File: src/rtl/bp_update_scheduler_pkg.sv
// Shared types and defaults for the branch-predictor update scheduler.
package bp_update_scheduler_pkg;

    localparam int DEPTH_DEF     = 4;
    localparam int PTR_WIDTH_DEF = 2;
    localparam int CNT_WIDTH_DEF = 32;

    // One resolved-branch update as stored in the FIFO.
    typedef struct packed {
        logic [31:0] pc;
        logic        jump;
    } bp_upd_t;

    // Which requester holds priority for the next contention cycle.
    typedef enum logic {
        REQ_A = 1'b0,
        REQ_B = 1'b1
    } req_id_t;

    function automatic req_id_t other_req(input req_id_t r);
        return (r == REQ_A) ? REQ_B : REQ_A;
    endfunction

endpackage

File: src/rtl/bp_update_fifo.sv
// Dual-push, single-pop circular buffer. When both pushes fire in one
// cycle, entry A lands at tail and entry B at tail+1.
module bp_update_fifo
    import bp_update_scheduler_pkg::*;
#(
    parameter int DEPTH     = DEPTH_DEF,
    parameter int PTR_WIDTH = PTR_WIDTH_DEF
) (
    input  logic                 clk_i,
    input  logic                 rst_i,
    input  logic                 push_a_i,
    input  bp_upd_t              data_a_i,
    input  logic                 push_b_i,
    input  bp_upd_t              data_b_i,
    input  logic                 pop_i,
    output logic [PTR_WIDTH:0]   count_o,
    output bp_upd_t              head_o
);

    localparam int CW = PTR_WIDTH + 1;

    bp_upd_t              mem_q [DEPTH];
    logic [PTR_WIDTH-1:0] head_q, head_d;
    logic [PTR_WIDTH-1:0] tail_q, tail_d;
    logic [PTR_WIDTH-1:0] tail_plus1;
    logic [CW-1:0]        count_q, count_d;
    logic [1:0]           n_push;

    // Pointer and occupancy next-state; pointers wrap naturally at DEPTH.
    always_comb begin
        n_push     = {1'b0, push_a_i} + {1'b0, push_b_i};
        tail_plus1 = tail_q + 1'b1;
        tail_d     = tail_q + PTR_WIDTH'(n_push);
        head_d     = pop_i ? (head_q + 1'b1) : head_q;
        count_d    = count_q + CW'(n_push) - CW'(pop_i);
    end

    // Pointer and occupancy registers.
    always_ff @(posedge clk_i) begin
        if (rst_i) begin
            head_q  <= '0;
            tail_q  <= '0;
            count_q <= '0;
        end else begin
            head_q  <= head_d;
            tail_q  <= tail_d;
            count_q <= count_d;
        end
    end

    // Entry storage; contents are don't-care while the slot is unoccupied.
    always_ff @(posedge clk_i) begin
        if (push_a_i) begin
            mem_q[tail_q] <= data_a_i;
        end
        if (push_b_i) begin
            mem_q[push_a_i ? tail_plus1 : tail_q] <= data_b_i;
        end
    end

    assign count_o = count_q;
    assign head_o  = mem_q[head_q];

endmodule

File: src/rtl/bp_update_scheduler.sv
// Arbitrates two branch-resolution sources into the predictor's single
// update port. Updates are queued in acceptance order and issued one per
// cycle as a registered pulse; issued/taken counters aid perf debug.
module bp_update_scheduler
    import bp_update_scheduler_pkg::*;
#(
    parameter int DEPTH     = DEPTH_DEF,
    parameter int PTR_WIDTH = PTR_WIDTH_DEF,
    parameter int CNT_WIDTH = CNT_WIDTH_DEF
) (
    input  logic                 clk_in,
    input  logic                 rst_in,
    input  logic                 rdy_in,
    input  logic                 a_valid,
    input  logic [31:0]          a_pc,
    input  logic                 a_jump,
    output logic                 a_ready,
    input  logic                 b_valid,
    input  logic [31:0]          b_pc,
    input  logic                 b_jump,
    output logic                 b_ready,
    output logic                 update_control,
    output logic                 update_jump,
    output logic [31:0]          update_pc,
    output logic [CNT_WIDTH-1:0] upd_count,
    output logic [CNT_WIDTH-1:0] taken_count,
    output logic                 busy
);

    localparam int CW = PTR_WIDTH + 1;

    logic [CW-1:0]        count;
    logic [CW-1:0]        free;
    bp_upd_t              head;
    bp_upd_t              ent_a;
    bp_upd_t              ent_b;
    logic                 push_a;
    logic                 push_b;
    logic                 pop;
    logic                 contention;

    req_id_t              prio_q, prio_d;
    logic                 upd_ctrl_q, upd_ctrl_d;
    logic                 upd_jump_q, upd_jump_d;
    logic [31:0]          upd_pc_q, upd_pc_d;
    logic [CNT_WIDTH-1:0] upd_cnt_q, upd_cnt_d;
    logic [CNT_WIDTH-1:0] taken_cnt_q, taken_cnt_d;

    assign ent_a = '{pc: a_pc, jump: a_jump};
    assign ent_b = '{pc: b_pc, jump: b_jump};

    // Free space is taken from the registered count only, so a pop in the
    // same cycle never makes room for a push.
    assign free = CW'(DEPTH) - count;

    // Acceptance: with two or more slots both ports fit; with exactly one
    // slot the priority holder wins if both are asking.
    always_comb begin
        a_ready    = 1'b0;
        b_ready    = 1'b0;
        contention = 1'b0;
        if (rdy_in) begin
            a_ready    = (free >= CW'(2)) ||
                         ((free == CW'(1)) && (!b_valid || (prio_q == REQ_A)));
            b_ready    = (free >= CW'(2)) ||
                         ((free == CW'(1)) && (!a_valid || (prio_q == REQ_B)));
            contention = (free == CW'(1)) && a_valid && b_valid;
        end
    end

    assign push_a = a_valid && a_ready;
    assign push_b = b_valid && b_ready;
    assign pop    = rdy_in && (count != '0);

    bp_update_fifo #(
        .DEPTH     (DEPTH),
        .PTR_WIDTH (PTR_WIDTH)
    ) u_fifo (
        .clk_i    (clk_in),
        .rst_i    (rst_in),
        .push_a_i (push_a),
        .data_a_i (ent_a),
        .push_b_i (push_b),
        .data_b_i (ent_b),
        .pop_i    (pop),
        .count_o  (count),
        .head_o   (head)
    );

    // Priority flips only when the single free slot was actually contested.
    always_comb begin
        prio_d = prio_q;
        if (contention) begin
            prio_d = other_req(prio_q);
        end
    end

    // Issue stage: latch the head entry and bump counters on each pop.
    always_comb begin
        upd_ctrl_d  = 1'b0;
        upd_jump_d  = upd_jump_q;
        upd_pc_d    = upd_pc_q;
        upd_cnt_d   = upd_cnt_q;
        taken_cnt_d = taken_cnt_q;
        if (pop) begin
            upd_ctrl_d  = 1'b1;
            upd_jump_d  = head.jump;
            upd_pc_d    = head.pc;
            upd_cnt_d   = upd_cnt_q + 1'b1;
            taken_cnt_d = taken_cnt_q + CNT_WIDTH'(head.jump);
        end
    end

    // Priority, issue and statistics registers.
    always_ff @(posedge clk_in) begin
        if (rst_in) begin
            prio_q      <= REQ_A;
            upd_ctrl_q  <= 1'b0;
            upd_jump_q  <= 1'b0;
            upd_pc_q    <= '0;
            upd_cnt_q   <= '0;
            taken_cnt_q <= '0;
        end else begin
            prio_q      <= prio_d;
            upd_ctrl_q  <= upd_ctrl_d;
            upd_jump_q  <= upd_jump_d;
            upd_pc_q    <= upd_pc_d;
            upd_cnt_q   <= upd_cnt_d;
            taken_cnt_q <= taken_cnt_d;
        end
    end

    assign update_control = upd_ctrl_q;
    assign update_jump    = upd_jump_q;
    assign update_pc      = upd_pc_q;
    assign upd_count      = upd_cnt_q;
    assign taken_count    = taken_cnt_q;
    assign busy           = (count != '0) || upd_ctrl_q;

endmodule
File: config.mk
export PLATFORM = sky130hd
export DESIGN_NAME = bp_update_scheduler
export DESIGN_NICKNAME = d
export VERILOG_FILES = /design/src/rtl/bp_update_scheduler_pkg.sv /design/src/rtl/bp_update_fifo.sv /design/src/rtl/bp_update_scheduler.sv
export SDC_FILE = /design/constraint.sdc
export NUM_CORES = 1
export LEC_CHECK = 0
export BUFFER_PORTS_ARGS = -buffer_cell sky130_fd_sc_hd__clkbuf_2
export CAP_MARGIN = 20
export CORE_MARGIN = 3
export CORE_UTILIZATION = 40
export CTS_CLUSTER_DIAMETER = 100
export DETAILED_ROUTE_END_ITERATION = 8
export MAX_ROUTING_LAYER = met4
export PLACE_DENSITY = 0.74
export SETUP_SLACK_MARGIN = 0.1
export SKIP_CTS_REPAIR_TIMING = 1
export SLEW_MARGIN = 20
export SYNTH_ARGS = -nofsm -noshare
export SYNTH_HDL_FRONTEND = slang
export SYNTH_SLANG_ARGS = --single-unit
export TNS_END_PERCENT = 50
File: constraint.sdc
create_clock -name clk_in -period 3.7 [get_ports clk_in]
set_input_delay 0.185 -clock clk_in [delete_from_list [all_inputs] [get_ports clk_in]]
set_output_delay 0.185 -clock clk_in [all_outputs]
set_load 0.02 [all_outputs]
==> impl_results.md <==
* Area of the multi-input gates at 0.005084 mm²
* Synthesis-to-layout area growth at 24.81%
* CTS tree: done
* Register area share after synthesis at 53.14%
* Origin of the worst setup path: u_fifo.count_o[0]
* Worst reg2reg startpoint: u_fifo.count_o[0]
* Hold Crit Endpoint: u_fifo.mem_q[2][11]
* Post-DP HPWL at 16670 µm
* Initial Utilization at 41.04%
* Drt wl/cell at 17.96 µm
* # fillers at 2463
* Final Hold Viols at 0
* Clock Skews at 12.93 ps
* Fin crit period at 3496 ps
* Io pins at 172
* Vias per Instance at 5.167
* CP delay by family, top: buffers and inverters
* Fmax at 286.0 MHz
* Clock buffer depth at 3
* Relative max-transition margin at 30.01%
* Reg2Reg Depth at 10
* Synthesized flop and latch total at 240
* Post-route ant nets at 0
* Finish-stage setup viols at 0
* Setup TNS at 0 ps
* CTS root buf: clkbuf_16
* DP Worst Slack at 467.7 ps
* Drt drc at 0
* H-tree levels at 1
* TritonRoute pass-1 iters at 7
* Row cnt at 61
* Max Slew Vio Count at 0
* Yosys cell types at 44
* Synth warn at 0
* Share of layout cells above drive strength 1 at 33.60%
* Port Buf Inserts at 171
* Ys flop type: edfxtp_1
* GRT Total Usage at 17.44%
* Worst setup margin at 203.7 ps
* Slew at the pin closest to its max-slew limit at 1050 ps
* Clock sinks at 240
* CP max stage cell: dlygate4sd3_1
* Vias in the first global route at 7716
* Die Wd at 175.8 µm
* Largest net degree at the start of global routing at 76
* CP Launch Type: register
* Most used cell, CP: ha_1
* Fin nets at 1202
* Worst-path cell chain: inv_1, ha_1, ha_1, or3b_4, a21o_1, nand3_4, mux2i_4, buf_12, mux2_2, dlygate4sd3_1
* Yosys top cell by area: edfxtp_1
* Reg2Reg Setup Slack at 200 ps
* Post-synth top area share at 34.39%
* First-pass GRT wire length at 41910 µm
* Chip height at 175.8 µm
* Peak supply drop at 0.4055 mV
* Worst min-delay path class: in2reg
* First DRT Iteration DRCs at 342
* Crit Path Class: reg2reg
* CP Max Fanout at 33
* Post-synth ARST share at 0%
* Final worst-path cycle share at 94.49%
* Vias at 7818
* Mapped Cells at 884
* Hold depth at 2
* Worst setup EP type: register
* Fin util at 51.23%
* Syn avg cell area at 13.04 µm²
* Post-Syn Area at 0.01153 mm²
* WP buf/inv at 3
* Net count after synthesis at 972
* FF-to-FF End: u_fifo.mem_q[2][0]
* Core ar. at 0.02809 mm²
* Number of antenna violations at the first check in global routing at 1
* GRT Residual Overflow at 0
* Later-pin clock latency in the skew report at 540 ps
* Post-Route WL at 27180 µm
* Die Area at 0.03089 mm²
* Unrepaired setup endpoints after global routing: false
* Ranking of synthesized cells by area: edfxtp_1 (34%), dfxtp_1 (19%), mux2_4 (12%)
* Worst-path clk slew at 60 ps
* MaxCap Viol Count at 0
* Leak at 5.634 nW
* Status: complete, no violations
* TritonCTS Buffers at 27
* CP required at 3990 ps
* PwrDens at 627.0 mW/mm²
* Slowest stage delay, CP at 550 ps
* Hold Crit Start: b_pc[10]
* Routability Congestion at 0.8005
* FF/Latch Area at 0.006128 mm²
* EDFF count, synth at 132
* Worst EP arrival at 3790 ps
==> how the worst max path moves through the flow <==
stage / endpoint / slack, ps / depth (start not counted)
finish: u_fifo.mem_q[2][0] / 200 / 10
global route: u_fifo.mem_q[2][0] / 90 / 10
CTS: u_fifo.count_o[2] / 450 / 13
detailed placement: u_fifo.count_o[2] / 470 / 13
global placement: u_fifo.count_o[2] / 530 / 13
floorplan: u_fifo.mem_q[3][0] / 620 / 8
==> power breakdown <==
group          total (W)  internal (W)  leakage, nW  switching (W)
clock network    0.00293       0.00182        0.467        0.00111
logic            0.00246       0.00109         3.06        0.00137
registers        0.00363       0.00345         2.11       0.000179
total            0.00902       0.00636         5.63        0.00266
==> metal layers <==
metal	global-route usage (%)	wire, µm	vias to the layer above	share of wire, %
met5	-	0	-	0
met4	4.058	465	0	1.7
met3	3.394	1573	35	5.8
met2	29.24	13570	216	50
met1	21.98	11570	3846	43
li1	-	-	3721	-
==> cells in the mapped netlist (2+ instances only) <==
cell and number:
nor2_1 54, and3_1 3, mux2_1 30, edfxtp_1 132, or3_1 17, nand2_1 95, nor3_1 12, nand4_1 17
inv_1 16, nor4_1 16, nor4b_1 2, mux2_4 91, buf_2 5, nand3_1 21, mux2_2 13, ha_1 16
o21a_1 2, mux4_2 33, xor2_1 22, mux2i_4 3, nand3b_1 2, o21ai_0 15, a21oi_1 53, and2_1 5
and4_1 11, nor2b_1 6, clkbuf_1 21, buf_6 12, xnor2_1 29, dfxtp_1 108, buf_1 7, nand2b_1 3
==> worst reg2reg max path: stages, from the launching register on <==
cell           delay, ps
dfxtp_1              330
inv_1                 80
ha_1                 210
ha_1                 290
or3b_4               400
a21o_1               200
nand3_4              200
mux2i_4              290
buf_12               320
mux2_2               380
dlygate4sd3_1        550
==> placed cells by master (no fill, tap or decap), types with 4 or more instances in the layout <==
cell / netlist / layout
buf_12: 0 / 6
clkbuf_16: 0 / 27
ha_1: 16 / 16
and4_1: 11 / 11
dfxtp_1: 108 / 106
inv_1: 16 / 15
buf_4: 0 / 8
o21ai_0: 15 / 15
nand3_1: 21 / 21
xnor2_1: 29 / 29
a21oi_1: 53 / 53
edfxtp_1: 132 / 132
mux4_2: 33 / 33
clkbuf_1: 21 / 4
nor2_1: 54 / 53
nand4_1: 17 / 17
or3_1: 17 / 17
mux2_4: 91 / 91
and2_1: 5 / 5
mux2_1: 30 / 30
xor2_1: 22 / 22
nor2b_1: 6 / 6
mux2_2: 13 / 13
bufinv_16: 0 / 6
dlygate4sd3_1: 0 / 63
nor3_1: 12 / 12
nor4_1: 16 / 16
nand2_1: 95 / 95
clkbuf_2: 1 / 170
==> layout make-up <==
type                       instances  share of cell area (%)
antenna                            1                 0.01739
clock buffer                      34                   5.044
clock inverter                    15                   1.757
inverter                          16                  0.4174
multi-input combinational        582                   35.33
sequential                       240                   42.60
tap                              378                   3.287
timing repair buffer             247                   11.55
==> sequential cells by signal, indices dropped and copies added, names as in the netlist, named ones only <==
signal,flops
u_fifo.head_q,2
update_jump,1
update_control,1
upd_count,32
u_fifo.tail_q,2
u_fifo.mem_q,132
taken_count,32
update_pc,32
prio_q,1
u_fifo.count_o,3
==> per-stage QoR <==
step,hold slack (ps),std cells,area (µm²),power [W]
CTS,-49.92,1449,13750,0.009052
global route,5.152,1513,14390,0.009446
global placement,441.7,1400,12780,0.006039
floorplan,385.9,884,11530,0.005359
finish,2.603,1513,14390,0.009022
detailed placement,445.6,1400,12780,0.006102
==> logic make-up after synthesis <==
group,count (synthesis),share of synthesized area (%)
buffers and inverters,62,2.866
XOR/XNOR,51,3.875
adder cells (fa/ha/maj),17,1.910
AND/OR/NAND/NOR,270,11.66
AO/OA/AOI/OAI,74,3.462
multiplexers,170,23.09
flip-flops,240,53.14
Note: power is estimated with default switching activity, not from simulation.
